File: config.mk
export PLATFORM = sky130hd
export DESIGN_NAME = maria_ready_ctrl_flat
export DESIGN_NICKNAME = d
export VERILOG_FILES = /design/src/rtl/maria_ready_ctrl_if.sv /design/src/rtl/maria_ready_ctrl.sv /design/src/flat_wrapper.sv
export SDC_FILE = /design/constraint.sdc
export NUM_CORES = 1
export LEC_CHECK = 0
export ABC_CLOCK_PERIOD_IN_PS = 3000
export BUFFER_PORTS_ARGS = -buffer_cell sky130_fd_sc_hd__buf_2
export CAP_MARGIN = 20
export CELL_PAD_IN_SITES_DETAIL_PLACEMENT = 2
export CELL_PAD_IN_SITES_GLOBAL_PLACEMENT = 2
export CORE_UTILIZATION = 30
export CTS_CLUSTER_SIZE = 8
export DETAILED_ROUTE_END_ITERATION = 8
export GPL_TIMING_DRIVEN = 0
export PLACE_DENSITY_LB_ADDON = 0.1
export SYNTH_ARGS = -nofsm -noshare
export SYNTH_HDL_FRONTEND = slang
export SYNTH_SLANG_ARGS = --single-unit
File: constraint.sdc
create_clock -name clk_sys -period 3 [get_ports clk_sys]
set_input_delay 0.6 -clock clk_sys [delete_from_list [all_inputs] [get_ports clk_sys]]
set_output_delay 0.6 -clock clk_sys [all_outputs]
set_load 0.005 [all_outputs]
File: src/rtl/maria_ready_ctrl_if.sv
// Bundle of the MARIA RDY/halt control signals between register decode,
// DMA sequencer, CPU RDY input and the ready controller.
// master: the surrounding system that drives strobes and requests.
// slave:  maria_ready_ctrl, which returns ready/halt_ack/hpos/line_start.
interface maria_ready_ctrl_if;
    logic       mclk0;
    logic       pclk0;
    logic       maria_en;
    logic       deassert_ready;
    logic       dma_req;
    logic       halt_ack;
    logic       ready;
    logic [8:0] hpos;
    logic       line_start;

    modport master (
        output mclk0,
        output pclk0,
        output maria_en,
        output deassert_ready,
        output dma_req,
        input  halt_ack,
        input  ready,
        input  hpos,
        input  line_start
    );

    modport slave (
        input  mclk0,
        input  pclk0,
        input  maria_en,
        input  deassert_ready,
        input  dma_req,
        output halt_ack,
        output ready,
        output hpos,
        output line_start
    );
endinterface

File: src/rtl/maria_ready_ctrl.sv
// MARIA 6502 RDY generator: horizontal position counter, WSYNC hold and
// DMA bus-halt arbitration against CPU cycle boundaries.
// Optional macro MARIA_HALT_ALIGN_EN: when defined, halt grant and ready
// release are aligned to pclk0 strobes; when undefined, both act on the
// first clk_sys their conditions hold.
module maria_ready_ctrl #(
    parameter int unsigned LINE_LEN      = 454,
    parameter int unsigned WSYNC_RELEASE = 0
) (
    input logic               clk_sys,
    input logic               reset_n,
    maria_ready_ctrl_if.slave bus
);

    typedef enum logic [1:0] {
        StRun      = 2'd0,
        StHaltPend = 2'd1,
        StHalted   = 2'd2
    } state_e;

    localparam logic [8:0] HposLast    = 9'(LINE_LEN - 1);
    localparam logic [8:0] HposRelease = 9'(WSYNC_RELEASE);

    logic [8:0] hpos_q, hpos_d;
    logic       line_start_q, line_start_d;
    logic       dr_q;
    logic       wsync_q, wsync_d;
    state_e     state_q, state_d;
    logic       ready_q, ready_d;
    logic       halt_ack_q, halt_ack_d;
    logic       arm;
    logic       release_hit;
    logic       hold;
    logic       rise_ok;

    // Line position counter; line_start marks the wrap in the same update.
    always_comb begin
        hpos_d       = hpos_q;
        line_start_d = 1'b0;
        if (bus.mclk0) begin
            if (hpos_q == HposLast) begin
                hpos_d       = '0;
                line_start_d = 1'b1;
            end else begin
                hpos_d = hpos_q + 9'd1;
            end
        end
    end

    // WSYNC hold: armed by a rising edge of deassert_ready, released when
    // hpos steps onto the release point. Arming wins over a same-cycle release.
    always_comb begin
        arm         = bus.maria_en & bus.deassert_ready & ~dr_q;
        release_hit = bus.mclk0 & (hpos_d == HposRelease);
        wsync_d     = wsync_q;
        if (!bus.maria_en) begin
            wsync_d = 1'b0;
        end else if (arm) begin
            wsync_d = 1'b1;
        end else if (release_hit) begin
            wsync_d = 1'b0;
        end
    end

    // DMA halt next-state; 2600 mode forces RUN.
    always_comb begin
        state_d = state_q;
        if (!bus.maria_en) begin
            state_d = StRun;
        end else begin
            case (state_q)
                StRun: begin
                    if (bus.dma_req) begin
`ifdef MARIA_HALT_ALIGN_EN
                        state_d = StHaltPend;
`else
                        state_d = StHalted;
`endif
                    end
                end
                StHaltPend: begin
                    // A dropped request wins over a same-cycle pclk0.
                    if (!bus.dma_req) begin
                        state_d = StRun;
                    end else if (bus.pclk0) begin
                        state_d = StHalted;
                    end
                end
                StHalted: begin
                    if (!bus.dma_req) begin
                        state_d = StRun;
                    end
                end
                default: state_d = StRun;
            endcase
        end
    end

    // Registered outputs: ready may only rise on a CPU cycle boundary unless
    // the block is in 2600 mode.
    always_comb begin
`ifdef MARIA_HALT_ALIGN_EN
        rise_ok = bus.pclk0;
`else
        rise_ok = 1'b1;
`endif
        hold       = wsync_d | (state_d != StRun);
        halt_ack_d = (state_d == StHalted);
        ready_d    = 1'b0;
        if (!hold) begin
            ready_d = ready_q | ~bus.maria_en | rise_ok;
        end
    end

    // State registers.
    always_ff @(posedge clk_sys or negedge reset_n) begin
        if (!reset_n) begin
            hpos_q       <= '0;
            line_start_q <= 1'b0;
            dr_q         <= 1'b0;
            wsync_q      <= 1'b0;
            state_q      <= StRun;
            ready_q      <= 1'b1;
            halt_ack_q   <= 1'b0;
        end else begin
            hpos_q       <= hpos_d;
            line_start_q <= line_start_d;
            dr_q         <= bus.deassert_ready;
            wsync_q      <= wsync_d;
            state_q      <= state_d;
            ready_q      <= ready_d;
            halt_ack_q   <= halt_ack_d;
        end
    end

    assign bus.hpos       = hpos_q;
    assign bus.line_start = line_start_q;
    assign bus.ready      = ready_q;
    assign bus.halt_ack   = halt_ack_q;

endmodule

File: src/flat_wrapper.sv
// flat-port wrapper written by rule: the top's interface ports become plain ports
module maria_ready_ctrl_flat 
#(
    parameter int unsigned LINE_LEN      = 454,
    parameter int unsigned WSYNC_RELEASE = 0
)
  (clk_sys, reset_n, bus_mclk0, bus_pclk0, bus_maria_en, bus_deassert_ready, bus_dma_req, bus_halt_ack, bus_ready, bus_hpos, bus_line_start);
  maria_ready_ctrl_if bus_i ();
  input logic clk_sys;
  input logic reset_n;
  input wire logic [$bits(bus_i.mclk0)-1:0] bus_mclk0;
  input wire logic [$bits(bus_i.pclk0)-1:0] bus_pclk0;
  input wire logic [$bits(bus_i.maria_en)-1:0] bus_maria_en;
  input wire logic [$bits(bus_i.deassert_ready)-1:0] bus_deassert_ready;
  input wire logic [$bits(bus_i.dma_req)-1:0] bus_dma_req;
  output wire logic [$bits(bus_i.halt_ack)-1:0] bus_halt_ack;
  output wire logic [$bits(bus_i.ready)-1:0] bus_ready;
  output wire logic [$bits(bus_i.hpos)-1:0] bus_hpos;
  output wire logic [$bits(bus_i.line_start)-1:0] bus_line_start;
  assign bus_i.mclk0 = bus_mclk0;
  assign bus_i.pclk0 = bus_pclk0;
  assign bus_i.maria_en = bus_maria_en;
  assign bus_i.deassert_ready = bus_deassert_ready;
  assign bus_i.dma_req = bus_dma_req;
  assign bus_halt_ack = bus_i.halt_ack;
  assign bus_ready = bus_i.ready;
  assign bus_hpos = bus_i.hpos;
  assign bus_line_start = bus_i.line_start;
  maria_ready_ctrl #(.LINE_LEN(LINE_LEN), .WSYNC_RELEASE(WSYNC_RELEASE)) u_core (.clk_sys(clk_sys), .reset_n(reset_n), .bus(bus_i));
endmodule
After elaboration in Yosys (flattened, before gate mapping)

Index checks and enable logic that the tools add are counted.

Flip-flop bits (word level): 16
Bits in latches: 0
Memory bits (writable): 0
ROM bits: 0
Input bits: 7
Logic and storage cells: 34
Memories: 0

Add/sub/neg operators: 1
Multipliers: 0
Divide/modulo/power cells: 0
$lt $le $gt $ge: 0
Eq/ne operators: 4
Shift operators: 0
Mux-type cells: 14
Bitwise logic cells: 5
Reductions and logical operators: 3

Operator list:

| operator            | number |
|---|---|
| $mux 9              | 2 |
| $mux 2              | 5 |
| $add 9x1->9 const B | 1 |
| $eq 9x9->1 const B  | 1 |
| $logic_not 9->1     | 1 |
| $mux 1              | 6 |
| $pmux 2 s3          | 1 |
| $eq 2x2->1 const B  | 2 |
| $and 1x1->1         | 3 |
| $eq 2x1->1 const B  | 1 |
| $logic_not 2->1     | 1 |
| $reduce_bool 2->1   | 1 |
| $not 1->1           | 1 |
| $or 1x1->1          | 1 |

Depth between registers and ports, before layout

Depth in word-level cells: 10
Gate-level depth with buffers: 7

Worst setup path after synthesis

No wires, ideal clock.

Path kind: register to register
Start: register u_core.hpos_q[3], in the netlist u_core.bus.hpos[3]
End: register u_core.wsync_q
Arrival time: 1.794 ns
Data required time: 2.874 ns
Slack: 1.080 ns
Cell stages (with the launch flop): 6
Path buffers: 0
Period minus slack after synthesis: 1.920 ns
Cells stage by stage: dfrtp_1 > or2_4 > nor4_4 > o21bai_1 > or3b_1 > o311a_1

Cells in the longest elaborated chain, start to end: 8
Elaborated cells between the ends (all ways): 9
Those cells by class: add/sub: 1; eq/ne: 1; mux: 5; bitwise: 1; reduce/logical: 1

Ends and longest elaborated chain:

| element                                          | RTL line                                       | source |
|---|---|---|
| start: declaration                               | maria_ready_ctrl.sv:24                         | `logic [8:0] hpos_q, hpos_d;` |
| start signal: assignment                         | maria_ready_ctrl.sv:126                        | `hpos_q <= hpos_d;` |
| $add 9x1->9 / $eq 9x9->1 (equally long branches) | maria_ready_ctrl.sv:45, maria_ready_ctrl.sv:41 |  |
| $mux 9                                           | maria_ready_ctrl.sv:41                         | `if (hpos_q == HposLast) begin` |
| $mux 9 (*)                                       | maria_ready_ctrl.sv:40                         | `if (bus.mclk0) begin` |
| $logic_not 9->1 (*)                              | maria_ready_ctrl.sv:54                         | `release_hit = bus.mclk0 & (hpos_d == HposRelease);` |
| $and 1x1->1 (*)                                  | maria_ready_ctrl.sv:54                         |  |
| $mux 1 (*)                                       | maria_ready_ctrl.sv:60                         | `end else if (release_hit) begin` |
| $mux 1 (*)                                       | maria_ready_ctrl.sv:58                         | `end else if (arm) begin` |
| $mux 1 (*)                                       | maria_ready_ctrl.sv:56                         | `if (!bus.maria_en) begin` |
| via u_core.wsync_d                               | maria_ready_ctrl.sv:27                         | `logic wsync_q, wsync_d;` |
| end signal: assignment                           | maria_ready_ctrl.sv:129                        | `wsync_q <= wsync_d;` |
| end: declaration                                 | maria_ready_ctrl.sv:27                         |  |

Mark *: on every way through the listed nets, which the timed path passes. The rest lies on a longest branch.

Worst setup path in the final report

Same ends and word-level chain as after synthesis.

==> results by stage <==
STA:
- The count of final max-slew check failures is 0.
- The total negative setup slack is 0 ns.
- The worst setup skew after layout is between 0.004 and 0.005 ns.
- The final worst-path setup slack is 0.875 ns.
- For the finished layout, the period the worst path requires is about 2.1 ns.
- Based on the critical path, the design can be clocked at up to roughly 470 MHz.
- The post-route clock period utilization is 70.8%.
- The final hold violation count is 0.
- The number of setup violations in the final report is 0.
- The slew at the pin closest to its max-slew limit is just over 0.4 ns.
- Setup repair after global routing left no endpoint under its margin.
- The worst slew margin relative to its limit is slightly above 70%.

Global route:
- The global-route wire length before repair is approximately 3800 um.
- The overall global routing resource usage is between 10% and 20%.
- The number of global-route vias before repair was 800.
- The total congestion overflow is 0.
- The initial antenna violation count was 0.
- Entering global routing, the biggest net connects 17 pins.

Critical path:
- The worst setup path is of the reg -> reg kind.
- Of all nets on the critical path, the largest fanout is 8.
- The largest stage delay on the critical path is 0.49 ns.
- For the worst setup path, the data arrival time is 2.31 ns.
- Together, buffers and inverters on the worst path number 0.
- The start of the worst register-to-register path is u_core.bus.hpos[3]$_DFF_PN0_.
- Among cell families on the critical path, the largest total delay comes from simple AND/OR/NAND/NOR gates.
- The cell depth of the worst setup path is 5.
- The endpoint of the most critical register-to-register path is u_core.wsync_q$_DFF_PN0_.
- The cell count of the worst reg-to-reg path is 5.
- The critical path required time is 3.18 ns.
- The sort of element at the end of the critical path is a flop.
- The minimum setup slack among reg-to-reg paths is between 0.8 and 0.9 ns.
- Traced cell by cell, the critical path runs through or2_4, nor4_4, o21bai_1, or3b_1, o311a_1.
- STA classifies the critical path startpoint as a flop.
- The largest individual stage delay along the critical path comes from the cell dfrtp_1.

Detailed routing:
- In the final routed layout, each cell accounts on average for about 16 um.
- The first detailed-routing pass took 6 iterations.
- For this block, the initial DRC count from the detailed router was 14.
- Once detail routing completed, the nets flagged for antenna violations numbered 0.
- The final layout contains routed wiring with a total length of approximately 2300 um.
- After detailed routing, the number of vias per cell comes to between 5 and 6.
- After detailed routing, the number of remaining DRC violations is 4.
- The final route contains between 700 and 800 vias.

Logic synthesis:
- Averaged over all synthesized cells, the footprint is just over 10 um^2.
- In the synthesized netlist, the number of instances is 88.
- After synthesis the netlist holds a flip-flop and latch count of 16.
- The synthesized design devotes to its leading area cell type 41.8% of total area.
- The post-synthesis async set-or-reset flop share is 100%.
- The Yosys warning count is 0.
- The most used flip-flop cell after synthesis is dfrtp_1.
- The unique cell type count in the Yosys netlist is 40.
- Synthesis produced a netlist with a net count of 97.
- The post-synthesis cell area is 898 um^2.
- dfrtp_1 takes more of the synthesized area than any other cell.
- The count of flip-flops with a built-in enable after synthesis is 0.
- By area the synthesized netlist is led by dfrtp_1 42%, nand4_1 3.5%, nand2_1 3.3%.
- The sequential fraction of the synthesis area is between 40 and 50%.

Clock tree:
- After clock tree synthesis, the clock-pin slew on the worst setup and hold paths is about 0.10 ns.
- The number of CTS-inserted buffers is 3.
- CTS built an H-tree with a depth of 1.
- The clock latency at the later pin of the worst-skew pair is 0.29 ns.
- The tree is rooted in a clkbuf_4.
- The count of instances resized after the clock tree is built is 0.
- Buffers added to address setup during post-CTS repair amount to 0.
- The number of sinks on the clock net is 16.
- The number of buffers added to fix hold violations after cts is 0.
- TritonCTS built the clock tree.
- The clock passes through at most 2 buffers.

Finish:
- From synthesis to final layout, the design area changed by 18.4%.
- The net count of the finished layout is between 100 and 150.
- The number of antenna diodes in the final layout is 0.
- The share of post-route cells with drive strength above 1 is between 30% and 40%.

Placement:
- At the end of routability-driven placement, the weighted congestion stood at between 0.7 and 0.8.
- The count of buffers added on input and output ports is 18.
- The total half-perimeter wirelength after legalization and detailed placement is 1810 um.
- The post-placement worst setup slack is about 0.87 ns.

Pwr:
- For this design the static power due to leakage is around 0.48 nW.
- For this design the ratio of total power to cell area is just under 700 nW/um^2.
- The largest voltage drop on the vdd net is approximately 260 uV.
- The design draws between 0.7 and 0.8 mW.

Die:
- The site row count is 19.
- The height of the die is approximately 57 um.
- For this configuration, the core starts out at a cell density of 32.0%.
- Measured along the x axis, the die boundary spans 56.7 um.
- The die covers between 3000 and 4000 um^2.
- During I/O placement, the number of pins put on the boundary was 19.
- After floorplanning, the core was sized to cover approximately 2800 um^2.

Hold path:
- The path class of the tightest hold or removal check is in -> async.

Run:
- The tool flagged a number of max-cap violations equal to 0.

Run status:
- The flow ran to the end, but the final reports show violations.
- The final reports fail on DRC.
-- sequential cells by signal, indices dropped and copies added (netlist names) --
name and count:
u_core.bus.line_start 1, u_core.bus.ready 1, u_core.bus.hpos 9, u_core.dr_q 1, u_core.bus.halt_ack 1, u_core.wsync_q 1, u_core.state_q 2
-- through the flow --
stage	hold slack, ns	area, um^2	utilization (%)	std cells
floorplan	0.304	898	-	88
global placement	0.430	1030	36.6	137
detailed placement	0.443	1030	36.6	137
CTS	0.210	1060	37.9	141
global route	0.235	1060	37.9	141
finish	0.206	1060	37.9	141
-- metal layers --
layer / routed length [um] / vias up / global-route usage, %
met5: 0 / - / 0
met4: 22 / 0 / 5.36
met3: 69 / 2 / 1.38
met2: 1190 / 12 / 27.4
met1: 1010 / 371 / 19.9
li1: - / 353 / -
-- logic make-up after synthesis --
| logic type | synth area share (%) |
|---|---|
| AO/OA/AOI/OAI | 11.1 |
| XOR/XNOR | 5.85 |
| adder cells (fa/ha/maj) | 2.79 |
| buffers and inverters | 3.34 |
| flip-flops | 44.7 |
| multiplexers | 1.25 |
| AND/OR/NAND/NOR | 30.9 |
-- placed cells by master (no fill, tap or decap), types with 2 or more instances in the layout --
cell type / instances
xor2_1: 3
ha_1: 2
nor3_1: 4
inv_1: 2
xnor2_1: 3
o21ai_0: 2
a21oi_1: 4
nand2b_1: 4
nor2_1: 6
dfrtp_1: 15
nand2_1: 8
nand4_1: 5
o21bai_1: 2
nor2b_1: 2
clkbuf_4: 3
buf_2: 18
-- layout make-up --
type / instances / area [um^2]
clock buffers: 4 / 36.3
plain buffers: 3 / 22.5
flip-flops and latches: 16 / 402
fillers: 328 / 1740
well taps: 31 / 38.8
repair buffers: 18 / 90.1
inverters: 2 / 7.51
multi-input cells: 67 / 467
-- power by group --
| part | leakage, nW | total (mW) | internal, mW | switching [mW] |
|---|---|---|---|---|
| clock | 0.0210 | 0.143 | 0.0739 | 0.0691 |
| sequential | 0.198 | 0.328 | 0.258 | 0.0699 |
| combinational | 0.265 | 0.254 | 0.119 | 0.135 |
| total | 0.484 | 0.726 | 0.452 | 0.274 |
-- synthesized netlist by cell type, types with 2 or more instances --
library cell and instances:
a21oi_1 4, nor2b_1 2, xnor2_1 3, nor3_1 4, inv_1 2, nand4_1 5, ha_1 2, o21bai_1 2
xor2_1 3, dfrtp_1 15, nor2_1 6, nand2b_1 4, nand2_1 8, o21ai_0 2
-- how the worst max path moves through the flow --
stage / from / end / slack [ns]
3_3_place_gp: u_core.bus.hpos[3]$_DFF_PN0_ / u_core.wsync_q$_DFF_PN0_ / 0.86
6_report: u_core.bus.hpos[3]$_DFF_PN0_ / u_core.wsync_q$_DFF_PN0_ / 0.88
2_1_floorplan: u_core.bus.hpos[3]$_DFF_PN0_ / u_core.wsync_q$_DFF_PN0_ / 1.08
5_1_grt: u_core.bus.hpos[3]$_DFF_PN0_ / u_core.wsync_q$_DFF_PN0_ / 0.75
4_1_cts: u_core.bus.hpos[3]$_DFF_PN0_ / u_core.wsync_q$_DFF_PN0_ / 0.86
3_5_place_dp: bus_mclk0 / u_core.wsync_q$_DFF_PN0_ / 0.87
Note: power is estimated with default switching activity, not from simulation.
